### config.mk
export PLATFORM = sky130hd
export DESIGN_NAME = sprite_line_scheduler_flat
export DESIGN_NICKNAME = d
export VERILOG_FILES = /design/src/rtl/sprite_scan_pkg.sv /design/src/rtl/sprite_line_scheduler_if.sv /design/src/rtl/sprite_visibility_check.sv /design/src/rtl/sprite_line_scheduler.sv /design/src/flat_wrapper.sv
export SDC_FILE = /design/constraint.sdc
export NUM_CORES = 1
export LEC_CHECK = 0
export BUFFER_PORTS_ARGS = -buffer_cell sky130_fd_sc_hd__buf_2
export CORE_UTILIZATION = 50
export CTS_BUF_LIST = sky130_fd_sc_hd__clkbuf_8
export CTS_CLUSTER_DIAMETER = 40
export DETAILED_ROUTE_END_ITERATION = 10
export PLACE_DENSITY = 0.93
export SLEW_MARGIN = 25
export SYNTH_ARGS = -nofsm -noshare
export SYNTH_HDL_FRONTEND = slang
export SYNTH_SLANG_ARGS = --single-unit
### constraint.sdc
create_clock -name clk -period 6.1 [get_ports clk]
set_input_delay 1.22 -clock clk [delete_from_list [all_inputs] [get_ports clk]]
set_output_delay 1.22 -clock clk [all_outputs]
set_load 0.03 [all_outputs]
### src/rtl/sprite_scan_pkg.sv
`default_nettype none
// ============================================================================
// Module      : sprite_scan_pkg
// Description : Shared definitions for the sprite line scheduler: FSM state
//               encoding, sprite attribute word field offsets, the number of
//               RAM words per sprite and the slot record layout.
// Revision    : 1.0 - initial release
// ============================================================================
package sprite_scan_pkg;

    typedef enum logic [1:0] {
        ST_IDLE  = 2'd0,
        ST_SCAN  = 2'd1,
        ST_DRAIN = 2'd2,
        ST_DONE  = 2'd3
    } scan_state_t;

    // ctrl word (even address) fields
    localparam int SPR_CTRL_ENABLE_BIT = 0;
    localparam int SPR_DEPTH_LSB       = 16;
    localparam int SPR_DEPTH_MSB       = 19;

    // pos word (odd address) fields
    localparam int SPR_X_LSB           = 0;
    localparam int SPR_X_MSB           = 15;
    localparam int SPR_Y_LSB           = 16;
    localparam int SPR_Y_MSB           = 31;

    localparam int WORDS_PER_SPRITE    = 2;

    // Per-slot attributes that do not depend on SPRITE_HEIGHT
    typedef struct packed {
        logic [6:0]  id;
        logic [15:0] x;
        logic [3:0]  depth;
    } slot_rec_t;

endpackage
`default_nettype wire

### src/rtl/sprite_line_scheduler_if.sv
`default_nettype none
// ============================================================================
// Module      : sprite_line_scheduler_if
// Description : Bus bundle between the scheduler, the sprite attribute RAM
//               read port and the renderer's per-line slot buffer.
//               master : scheduler side (drives RAM address, slot writes)
//               slave  : RAM / slot buffer side (drives RAM read data)
// Signals     : spr_clk, spr_addr[7:0], spr_data[127:0],
//               slot_we, slot_addr, slot_id[6:0], slot_x[15:0],
//               slot_row, slot_depth[3:0]
// Revision    : 1.0 - initial release
// ============================================================================
interface sprite_line_scheduler_if #(
    parameter int MAX_PER_LINE  = 8,
    parameter int SPRITE_HEIGHT = 16
);
    localparam int SLOT_W = $clog2(MAX_PER_LINE);
    localparam int ROW_W  = $clog2(SPRITE_HEIGHT);

    logic              spr_clk;
    logic [7:0]        spr_addr;
    logic [127:0]      spr_data;

    logic              slot_we;
    logic [SLOT_W-1:0] slot_addr;
    logic [6:0]        slot_id;
    logic [15:0]       slot_x;
    logic [ROW_W-1:0]  slot_row;
    logic [3:0]        slot_depth;

    modport master (
        output spr_clk, spr_addr,
        input  spr_data,
        output slot_we, slot_addr, slot_id, slot_x, slot_row, slot_depth
    );

    modport slave (
        input  spr_clk, spr_addr,
        output spr_data,
        input  slot_we, slot_addr, slot_id, slot_x, slot_row, slot_depth
    );

endinterface
`default_nettype wire

### src/rtl/sprite_visibility_check.sv
`default_nettype none
// ============================================================================
// Module      : sprite_visibility_check
// Description : Combinational test of whether a sprite covers the target
//               line. diff = (target - y) mod 2^16; visible when enabled and
//               diff < SPRITE_HEIGHT. Negative y wraps to a large diff for
//               lines above the sprite, so sprites clip at the screen top.
// Ports       : i_target[15:0]  target line (zero-extended)
//               i_y[15:0]       sprite y
//               i_enable        sprite enable bit
//               o_visible       sprite covers target line
//               o_row           row of sprite on target line
// Revision    : 1.0 - initial release
// ============================================================================
module sprite_visibility_check #(
    parameter int SPRITE_HEIGHT = 16,
    localparam int ROW_W = $clog2(SPRITE_HEIGHT)
) (
    input  wire logic [15:0]      i_target,
    input  wire logic [15:0]      i_y,
    input  wire logic             i_enable,
    output logic                  o_visible,
    output logic [ROW_W-1:0]      o_row
);
    logic [15:0] w_diff;

    assign w_diff    = i_target - i_y;
    assign o_visible = i_enable && (w_diff < 16'(SPRITE_HEIGHT));
    assign o_row     = w_diff[ROW_W-1:0];

endmodule
`default_nettype wire

### src/rtl/sprite_line_scheduler.sv
`default_nettype none
// ============================================================================
// Module      : sprite_line_scheduler
// Description : Once per scanline, reads every sprite's ctrl/pos word pair
//               from the sprite attribute RAM and writes the sprites visible
//               on the next line into the renderer's slot buffer.
//               Optional macro SPRITE_SCAN_EARLY_EXIT_EN: stop reading sprites
//               after the first visible sprite that finds the slots full.
// Ports       : clk, reset (async, active-low)
//               h_pos, v_pos      display counters
//               sprites_enable    global sprite enable
//               bus (master)      sprite RAM read port + slot buffer writes
//               slot_count        valid slots in the current list
//               scan_busy         scan in progress
//               scan_done         one-cycle pulse at scan end
//               overflow          more sprites visible than slots
// Revision    : 1.0 - initial release
// ============================================================================
module sprite_line_scheduler
    import sprite_scan_pkg::*;
#(
    parameter int HCOUNT_WIDTH  = 10,
    parameter int VCOUNT_WIDTH  = 10,
    parameter int NUM_SPRITES   = 128,
    parameter int SPRITE_HEIGHT = 16,
    parameter int MAX_PER_LINE  = 8,
    parameter int SCAN_START_H  = 0,
    parameter int V_TOTAL       = 525
) (
    input  wire logic                          clk,
    input  wire logic                          reset,
    input  wire logic [HCOUNT_WIDTH-1:0]       h_pos,
    input  wire logic [VCOUNT_WIDTH-1:0]       v_pos,
    input  wire logic                          sprites_enable,
    sprite_line_scheduler_if.master            bus,
    output logic [$clog2(MAX_PER_LINE):0]      slot_count,
    output logic                               scan_busy,
    output logic                               scan_done,
    output logic                               overflow
);
    localparam int       c_SLOT_W = $clog2(MAX_PER_LINE);
    localparam int       c_ROW_W  = $clog2(SPRITE_HEIGHT);
    localparam int       c_CNT_W  = c_SLOT_W + 1;
    localparam bit [8:0] c_LAST   = 9'(WORDS_PER_SPRITE * NUM_SPRITES);

    scan_state_t         r_state;
    logic [8:0]          r_issue_cnt;   // next RAM address to issue
    logic                r_issue_vld;   // r_spr_addr carries a live request
    logic [7:0]          r_spr_addr;
    logic                r_data_vld;    // spr_data holds a live word this cycle
    logic [7:0]          r_data_addr;   // address that produced spr_data
    logic                r_ctrl_en;
    logic [3:0]          r_ctrl_depth;
    logic [15:0]         r_target;
    logic                r_drain;
    logic                r_slot_we;
    logic [c_SLOT_W-1:0] r_slot_addr;
    slot_rec_t           r_slot;
    logic [c_ROW_W-1:0]  r_slot_row;
    logic [c_CNT_W-1:0]  r_slot_count;
    logic                r_scan_busy;
    logic                r_scan_done;
    logic                r_overflow;

    logic                w_start;
    logic [15:0]         w_target;
    logic                w_visible;
    logic [c_ROW_W-1:0]  w_row;
    logic                w_hit;
    logic                w_full;
    logic                w_unused_data;

    assign w_start  = (h_pos == HCOUNT_WIDTH'(SCAN_START_H)) && sprites_enable;
    assign w_target = (v_pos == VCOUNT_WIDTH'(V_TOTAL - 1)) ? 16'd0
                                                            : 16'(v_pos) + 16'd1;

    sprite_visibility_check #(
        .SPRITE_HEIGHT (SPRITE_HEIGHT)
    ) u_vis (
        .i_target  (r_target),
        .i_y       (bus.spr_data[SPR_Y_MSB:SPR_Y_LSB]),
        .i_enable  (r_ctrl_en),
        .o_visible (w_visible),
        .o_row     (w_row)
    );

    // A pos word is on spr_data whenever the live data came from an odd address
    assign w_hit  = r_data_vld && r_data_addr[0] && w_visible;
    assign w_full = (r_slot_count == c_CNT_W'(MAX_PER_LINE));

    assign w_unused_data = ^bus.spr_data[127:32];

    always_ff @(posedge clk or negedge reset) begin
        if (!reset) begin
            r_state      <= ST_IDLE;
            r_issue_cnt  <= '0;
            r_issue_vld  <= 1'b0;
            r_spr_addr   <= '0;
            r_data_vld   <= 1'b0;
            r_data_addr  <= '0;
            r_ctrl_en    <= 1'b0;
            r_ctrl_depth <= '0;
            r_target     <= '0;
            r_drain      <= 1'b0;
            r_slot_we    <= 1'b0;
            r_slot_addr  <= '0;
            r_slot       <= '0;
            r_slot_row   <= '0;
            r_slot_count <= '0;
            r_scan_busy  <= 1'b0;
            r_scan_done  <= 1'b0;
            r_overflow   <= 1'b0;
        end else begin
            r_slot_we   <= 1'b0;
            r_scan_done <= 1'b0;
            r_issue_vld <= 1'b0;
            r_data_vld  <= r_issue_vld;
            r_data_addr <= r_spr_addr;

            if (r_data_vld && !r_data_addr[0]) begin
                r_ctrl_en    <= bus.spr_data[SPR_CTRL_ENABLE_BIT];
                r_ctrl_depth <= bus.spr_data[SPR_DEPTH_MSB:SPR_DEPTH_LSB];
            end

            // Count trails the write strobe by one cycle; the next sprite's
            // pos word is two cycles behind, so it always sees the new count.
            if (r_slot_we) begin
                r_slot_count <= r_slot_count + c_CNT_W'(1);
            end

            if (w_hit) begin
                if (!w_full) begin
                    r_slot_we    <= 1'b1;
                    r_slot_addr  <= r_slot_count[c_SLOT_W-1:0];
                    r_slot.id    <= r_data_addr[7:1];
                    r_slot.x     <= bus.spr_data[SPR_X_MSB:SPR_X_LSB];
                    r_slot.depth <= r_ctrl_depth;
                    r_slot_row   <= w_row;
                end else begin
                    r_overflow   <= 1'b1;
                end
            end

            if (w_start) begin
                // Start from any state: a start while busy abandons the old
                // line, and the cleared valids keep in-flight data from
                // reaching the slot buffer.
                r_state      <= ST_SCAN;
                r_issue_cnt  <= '0;
                r_data_vld   <= 1'b0;
                r_slot_we    <= 1'b0;
                r_slot_count <= '0;
                r_overflow   <= 1'b0;
                r_scan_busy  <= 1'b1;
                r_drain      <= 1'b0;
                r_target     <= w_target;
            end else begin
                case (r_state)
                    ST_IDLE: begin
                        r_scan_busy <= 1'b0;
                    end
                    ST_SCAN: begin
`ifdef SPRITE_SCAN_EARLY_EXIT_EN
                        if (w_hit && w_full) begin
                            r_state <= ST_DRAIN;
                            r_drain <= 1'b0;
                        end else
`endif
                        if (r_issue_cnt == c_LAST) begin
                            r_state <= ST_DRAIN;
                            r_drain <= 1'b0;
                        end else begin
                            r_spr_addr  <= r_issue_cnt[7:0];
                            r_issue_vld <= 1'b1;
                            r_issue_cnt <= r_issue_cnt + 9'd1;
                        end
                    end
                    ST_DRAIN: begin
                        if (r_drain) begin
                            r_state     <= ST_DONE;
                            r_scan_busy <= 1'b0;
                            r_scan_done <= 1'b1;
                        end else begin
                            r_drain <= 1'b1;
                        end
                    end
                    ST_DONE: begin
                        r_state <= ST_IDLE;
                    end
                    default: begin
                        r_state <= ST_IDLE;
                    end
                endcase
            end
        end
    end

    assign bus.spr_clk    = clk;
    assign bus.spr_addr   = r_spr_addr;
    assign bus.slot_we    = r_slot_we;
    assign bus.slot_addr  = r_slot_addr;
    assign bus.slot_id    = r_slot.id;
    assign bus.slot_x     = r_slot.x;
    assign bus.slot_row   = r_slot_row;
    assign bus.slot_depth = r_slot.depth;
    assign slot_count     = r_slot_count;
    assign scan_busy      = r_scan_busy;
    assign scan_done      = r_scan_done;
    assign overflow       = r_overflow;

endmodule
`default_nettype wire

### src/flat_wrapper.sv
// flat-port wrapper written by rule: the top's interface ports become plain ports
module sprite_line_scheduler_flat import sprite_scan_pkg::*;
#(
    parameter int HCOUNT_WIDTH  = 10,
    parameter int VCOUNT_WIDTH  = 10,
    parameter int NUM_SPRITES   = 128,
    parameter int SPRITE_HEIGHT = 16,
    parameter int MAX_PER_LINE  = 8,
    parameter int SCAN_START_H  = 0,
    parameter int V_TOTAL       = 525
)
  (clk, reset, h_pos, v_pos, sprites_enable, slot_count, scan_busy, scan_done, overflow, bus_spr_clk, bus_spr_addr, bus_spr_data, bus_slot_we, bus_slot_addr, bus_slot_id, bus_slot_x, bus_slot_row, bus_slot_depth);
  sprite_line_scheduler_if #(.MAX_PER_LINE(MAX_PER_LINE), .SPRITE_HEIGHT(SPRITE_HEIGHT)) bus_i ();
  input  wire logic clk;
  input  wire logic reset;
  input  wire logic [HCOUNT_WIDTH-1:0] h_pos;
  input  wire logic [VCOUNT_WIDTH-1:0] v_pos;
  input  wire logic sprites_enable;
  output logic [$clog2(MAX_PER_LINE):0] slot_count;
  output logic scan_busy;
  output logic scan_done;
  output logic overflow;
  output wire logic [$bits(bus_i.spr_clk)-1:0] bus_spr_clk;
  output wire logic [$bits(bus_i.spr_addr)-1:0] bus_spr_addr;
  input wire logic [$bits(bus_i.spr_data)-1:0] bus_spr_data;
  output wire logic [$bits(bus_i.slot_we)-1:0] bus_slot_we;
  output wire logic [$bits(bus_i.slot_addr)-1:0] bus_slot_addr;
  output wire logic [$bits(bus_i.slot_id)-1:0] bus_slot_id;
  output wire logic [$bits(bus_i.slot_x)-1:0] bus_slot_x;
  output wire logic [$bits(bus_i.slot_row)-1:0] bus_slot_row;
  output wire logic [$bits(bus_i.slot_depth)-1:0] bus_slot_depth;
  assign bus_spr_clk = bus_i.spr_clk;
  assign bus_spr_addr = bus_i.spr_addr;
  assign bus_i.spr_data = bus_spr_data;
  assign bus_slot_we = bus_i.slot_we;
  assign bus_slot_addr = bus_i.slot_addr;
  assign bus_slot_id = bus_i.slot_id;
  assign bus_slot_x = bus_i.slot_x;
  assign bus_slot_row = bus_i.slot_row;
  assign bus_slot_depth = bus_i.slot_depth;
  sprite_line_scheduler #(.HCOUNT_WIDTH(HCOUNT_WIDTH), .VCOUNT_WIDTH(VCOUNT_WIDTH), .NUM_SPRITES(NUM_SPRITES), .SPRITE_HEIGHT(SPRITE_HEIGHT), .MAX_PER_LINE(MAX_PER_LINE), .SCAN_START_H(SCAN_START_H), .V_TOTAL(V_TOTAL)) u_core (.clk(clk), .reset(reset), .h_pos(h_pos), .v_pos(v_pos), .sprites_enable(sprites_enable), .bus(bus_i), .slot_count(slot_count), .scan_busy(scan_busy), .scan_done(scan_done), .overflow(overflow));
endmodule
==> results of run 1 <==
==> metrics by stage <==
step | utilization (%) | hold WS [ns] | worst slack (ns) | std cells
2_1_floorplan | - | 0.428 | 1.69 | 411
3_3_place_gp | 58.6 | 0.378 | 1.39 | 611
5_1_grt | 61.4 | 0.423 | 1.42 | 630
3_5_place_dp | 58.6 | 0.385 | 1.31 | 611
6_report | 61.4 | 0.402 | 1.44 | 630
4_1_cts | 61.3 | 0.406 | 1.43 | 630
==> kinds of logic after synthesis <==
group | synth area share, %
buffers and inverters | 3.96
XOR/XNOR | 5.20
AO/OA/AOI/OAI | 9.92
adder cells (fa/ha/maj) | 6.21
multiplexers | 13.2
AND/OR/NAND/NOR | 13.1
flip-flops | 48.4
==> layout make-up <==
type                       instances  area [um^2]
multi-input combinational        283         2170
fill                             713         3390
clock buffer                      13          170
clock inverter                     7         72.6
timing repair buffer             104          527
inverter                          27          101
sequential                        88         2200
tap                              108          135
==> sequential cells by signal, summed over array words and instances, names as in the netlist, 2 cells and up <==
name / flops
u_core.bus.slot_addr: 3
u_core.bus.slot_depth: 4
u_core.bus.slot_id: 7
u_core.bus.slot_row: 4
u_core.bus.slot_x: 16
u_core.bus.spr_addr: 8
u_core.r_ctrl_depth: 4
u_core.r_data_addr: 8
u_core.r_issue_cnt: 9
u_core.r_state: 2
u_core.r_target: 11
u_core.slot_count: 4
==> metal layers <==
| metal | vias up | routed length, um | track usage, % |
|---|---|---|---|
| li1 | 1645 | - | - |
| met1 | 1673 | 4110 | 26.9 |
| met2 | 128 | 4540 | 33.8 |
| met3 | 24 | 549 | 4.46 |
| met4 | 0 | 308 | 12.0 |
| met5 | - | 0 | 0 |
==> report_power, final <==
part           switching, W  leakage [nW]  internal (W)
Sequential        0.0000871          1.10      0.000699
Combinational      0.000223          1.55      0.000158
Clock              0.000255         0.123      0.000207
Total              0.000565          2.77       0.00106
==> worst max-delay path, stage by stage <==
cell      delay, ns
clkbuf_8       0.11
clkbuf_8       0.12
buf_2          0.17
==> worst paths after layout <==
| check | to | from | cells past startpoint |
|---|---|---|---|
| setup / recovery | bus_spr_clk | clk | 3 |
| hold / removal | u_core.r_data_addr[4]$_DFF_PN0_ | u_core.bus.spr_addr[4]$_DFFE_PN0P_ | 0 |
| setup reg to reg | u_core.bus.slot_x[0]$_DFFE_PN0P_ | u_core.r_target[0]$_DFFE_PN0P_ | 11 |
| hold reg to reg | u_core.r_data_addr[4]$_DFF_PN0_ | u_core.bus.spr_addr[4]$_DFFE_PN0P_ | 0 |
| max in group asynchronous | u_core.r_data_addr[0]$_DFF_PN0_ | reset | 1 |
| min in group asynchronous | u_core.bus.slot_id[5]$_DFFE_PN0P_ | reset | 1 |
==> layout by cell type, fill, tap and decap left out, drive strengths merged, types with 4 or more instances in the layout <==
cell / synthesis / layout
buf: 8 / 105
dfrtp: 88 / 88
mux2: 41 / 41
nand2: 33 / 33
inv: 27 / 31
nor2: 29 / 29
o21ai: 24 / 24
ha: 21 / 21
a21oi: 19 / 19
xnor2: 14 / 14
xor2: 13 / 13
nand3: 12 / 12
clkbuf: 5 / 12
o21a: 8 / 8
nand4: 8 / 8
nand2b: 7 / 7
nor3: 6 / 6
nor4b: 5 / 5
mux2i: 4 / 4
a211oi: 4 / 4
==> results.cfg, run 1 <==
[worst_setup_path]
cp.arrival_ns = 3.44
start_kind = clock port
worstPathMaxFanout = 2
path_class = clk -> out
crit_required_ns = 4.88
rrSetupSlack_ns = 2.22
end_kind = primary output

[die]
rows = 34
core_area_um2 = 8760
fp.dieH_um = 97.4
dieWidth_um = 97.4
io_pins = 202
dieArea_um2 = 9490
start_util_pct = 51.9

[cells_and_area]
antennaDiodeCount = 0
nets = 690
stdcell_area_um2 = 5380
area_growth_pct = 18.1
drive_gt1_share_pct = 32.8

[sta]
hold_violations = 0
rsz0062_at_grt = false
setup_violations = 0
clock_skew_ns = 0.0163
setup_tns_ns = 0
tightest_slew_ns = 0.838
slew_headroom_pct = 44.0
drv_slew = 0

[placement]
place_hpwl_mm = 7.11
dpl_cell_area_um2 = 5140
io_buffer_count = 105
place_congestion = 0.856

[power_and_ir_drop]
powerDensity_nw_per_um2 = 303
ir_worst_vdd_v = 0.000181
total_power_w = 0.00163
p_leak_nw = 2.77

[synthesis]
synth.distinct_cells = 48
synth-edff-count = 0
synth_top_area_share_pct = 48.4
synth_seq_cells = 88
ys_warn_count = 0
synth-async-reset-ratio_pct = 100
synth_common_cells = dfrtp_1 (88), nand2_1 (33), nor2_1 (29), inv_1 (27), mux2_4 (27)
syn_nets = 584
synth_area_leaders = dfrtp_1 (48%), mux2_4 (8.9%), ha_1 (5.8%), mux2_2 (3.5%), nand2_1 (2.7%)
yosys.cell_count.top_type = dfrtp_1
synth.avg_cell_area_um2 = 11.1
ys.flop_type = dfrtp_1
yosysSeqAreaShare_pct = 48.4
synth_cells = 411
yosysTopAreaCell = dfrtp_1
synth_area_um2 = 4550

[clock_network]
cts_tree = done
insertion_delay_ns = 0.47
cts_setup_buffers = 0
cts_resized = 0
hold_buffers = 0
clkTransAtPathRegs_ns = 0.10

[global_routing]
track_usage_pct = 21.2
antenna_found_initial = 0
grt_overflow = 0
grt_start_max_net_pins = 89
grt_pass1_vias = 3417
grt_pass1_wl_mm = 16.1

[route]
dr.pass1.iters = 5
vias = 3470
via_per_inst = 5.51
ant_nets = 0
wl_per_cell_um = 15.1
wirelength_mm = 9.50
drc = 0
drt_iter0_markers = 243

[flow_run]
max_cap_violations = 0

[status]
status = complete, no violations

[hold_path]
holdCritPathClass = reg -> reg
Power figures use the tool's default switching activity.
==> run 2: changes to the inputs <==
--- a/config.mk
+++ b/config.mk
@@ -5,12 +5,13 @@
 export SDC_FILE = /design/constraint.sdc
 export NUM_CORES = 1
 export LEC_CHECK = 0
+export ABC_AREA = 1
 export BUFFER_PORTS_ARGS = -buffer_cell sky130_fd_sc_hd__buf_2
-export CORE_UTILIZATION = 50
+export CORE_UTILIZATION = 45
 export CTS_BUF_LIST = sky130_fd_sc_hd__clkbuf_8
 export CTS_CLUSTER_DIAMETER = 40
 export DETAILED_ROUTE_END_ITERATION = 10
-export PLACE_DENSITY = 0.93
+export PLACE_DENSITY = 0.87
 export SLEW_MARGIN = 25
 export SYNTH_ARGS = -nofsm -noshare
 export SYNTH_HDL_FRONTEND = slang
==> constraint.sdc (replaced) <==
create_clock -name clk -period 4.05 [get_ports clk]
set_input_delay 0.81 -clock clk [delete_from_list [all_inputs] [get_ports clk]]
set_output_delay 0.81 -clock clk [all_outputs]
set_load 0.03 [all_outputs]
==> results.cfg, run 2 <==
[global_routing]
grt_start_max_net_pins = 66
track_usage_pct = 20.7
grt_pass1_wl_mm = 18.6
grt_pass1_vias = 4135
antenna_found_initial = 0
grt_overflow = 0

[die]
dieArea_um2 = 11400
io_pins = 202
core_area_um2 = 10500
rows = 37
start_util_pct = 47.1
fp.dieH_um = 107
dieWidth_um = 107

[route]
wirelength_mm = 11.0
drt_iter0_markers = 310
via_per_inst = 5.10
wl_per_cell_um = 12.4
vias = 4540
dr.pass1.iters = 5
ant_nets = 0
drc = 0

[synthesis]
yosysSeqAreaShare_pct = 44.7
syn_nets = 815
yosys.cell_count.top_type = nand2_1
ys_warn_count = 0
synth.avg_cell_area_um2 = 7.68
synth-edff-count = 0
synth_area_leaders = dfrtp_1 (45%), nand2_1 (15%), inv_1 (6.3%), ha_1 (5.3%), nand4_1 (5.1%)
synth_top_area_share_pct = 44.7
synth_area_um2 = 4930
synth_common_cells = nand2_1 (200), dfrtp_1 (88), inv_1 (83), nor2_1 (50), nand3_1 (43)
synth_cells = 642
ys.flop_type = dfrtp_1
synth_seq_cells = 88
synth.distinct_cells = 38
synth-async-reset-ratio_pct = 100
yosysTopAreaCell = dfrtp_1

[worst_setup_path]
rr_startpoint = u_core.r_target[0]$_DFFE_PN0P_
crit_top_cell = clkbuf_8
crit_buf_inv = 3
critPathTopFamily = buffers and inverters
critPathLaunch = clk
start_kind = clock port
worstPathMaxFanout = 2
path_class = clk -> out
path_cells = clkbuf_8 -> clkbuf_8 -> buf_2
cp.arrival_ns = 2.41
end_kind = primary output
slowest_delay_ns = 0.16
rrSetupSlack_ns = 1.28
crit_required_ns = 3.24
r2r.worst_path.cells = 17
critPathSlowestCell = buf_2
reg2reg_to = u_core.bus.slot_x[3]$_DFFE_PN0P_

[power_and_ir_drop]
seq_power_share_pct = 46.4
combPwrFrac_pct = 22.2
switching_share_pct = 33.3
clkPwrFrac_pct = 31.4
powerDensity_nw_per_um2 = 407
power.net_switching_w = 0.000788
intPower_w = 0.00158
ir_worst_vdd_v = 0.000315
p_leak_nw = 3.33

[hold_path]
hold_path_end = u_core.r_data_addr[5]$_DFF_PN0_
holdCritPathClass = reg -> reg
min-delay-start = u_core.bus.spr_addr[5]$_DFFE_PN0P_
min_path_cells = 0

[cells_and_area]
stdcell_area_um2 = 5810
stdcell_count = 890
drive_gt1_share_pct = 19.0
layout_common_cells = nand2_1 (200), buf_2 (104), dfrtp_1 (88)
antennaDiodeCount = 0
post-route-util_pct = 55.5
area_growth_pct = 17.8
final_common_cell = nand2_1
nets = 922
largest_reg_flops = 16

[sta]
slew_headroom_pct = 46.4
rsz0062_at_grt = false
clock_skew_ns = 0.0105
setup_violations = 0
drv_slew = 0
hold_violations = 0
tightest_slew_ns = 0.804
setup_tns_ns = 0

[clock_network]
hold_buffers = 0
cts_tree = done
cts_resized = 0
clkTransAtPathRegs_ns = 0.09
cts_setup_buffers = 0
insertion_delay_ns = 0.46

[placement]
place_hpwl_mm = 8.31
dpl_cell_area_um2 = 5560
placed_cells = 871
place_congestion = 0.873
io_buffer_count = 105

[status]
status = complete, no violations

[flow_run]
max_cap_violations = 0
## run 2: changes by cell type in the layout (fill, tap and decap cells not counted), moves of 12 or more
cell,change
mux2_4,-27
nand2_1,+167
inv_1,+56
xnor2_1,-12
mux2_2,-12
nand4_1,+33
nor2_1,+21
nand3_1,+31
## run 2: area by class of cell
type / instances / area [um^2]
Clock buffer: 14 / 184
Clock inverter: 6 / 73.8
Multi-Input combinational cell: 450 / 2290
Inverter: 87 / 327
Timing Repair Buffer: 109 / 561
Sequential cell: 88 / 2200
Fill cell: 1008 / 4650
Tap cell: 136 / 170
## run 2: worst max path at each step
stage	to	slack, ns	cells after the start
floorplan	bus_spr_clk	1.07	1
global placement	u_core.bus.slot_addr[2]$_DFFE_PN0P_	0.77	17
CTS	bus_spr_clk	0.82	3
detailed placement	u_core.bus.slot_x[3]$_DFFE_PN0P_	0.74	17
finish	bus_spr_clk	0.83	3
global route	bus_spr_clk	0.81	3
## run 2: metal layers
metal	wire length (um)	up-vias	global-route usage (%)
li1	-	2284	-
met1	5160	2108	27.0
met2	5100	132	33.7
met3	581	16	4.44
met4	191	0	8.12
met5	0	-	0
## run 2: metrics by stage
step           hold WS [ns]  power [W]  worst slack [ns]
2_1_floorplan         0.448    0.00150              1.07
3_3_place_gp          0.381    0.00164             0.765
3_5_place_dp          0.379    0.00167             0.740
4_1_cts               0.401    0.00239             0.818
5_1_grt               0.426    0.00251             0.815
6_report              0.403    0.00236             0.826
## run 2: cell families after synthesis
logic type | after synthesis | synth area share (%)
AO/OA/AOI/OAI | 55 | 5.99
XOR/XNOR | 11 | 1.95
adder cells (fa/ha/maj) | 22 | 5.74
buffers and inverters | 104 | 8.83
flip-flops | 88 | 44.7
multiplexers | 2 | 0.457
AND/OR/NAND/NOR | 360 | 32.3
## run 2: power groups by stage
stage | Combinational, W | Sequential (W) | Clock, W
global route | 0.000598 | 0.00112 | 0.000798
floorplan | 0.000293 | 0.00117 | 0.0000370
CTS | 0.000530 | 0.00110 | 0.000758
finish | 0.000525 | 0.00110 | 0.000741
detailed placement | 0.000521 | 0.00112 | 0.0000311
global placement | 0.000507 | 0.00110 | 0.0000311
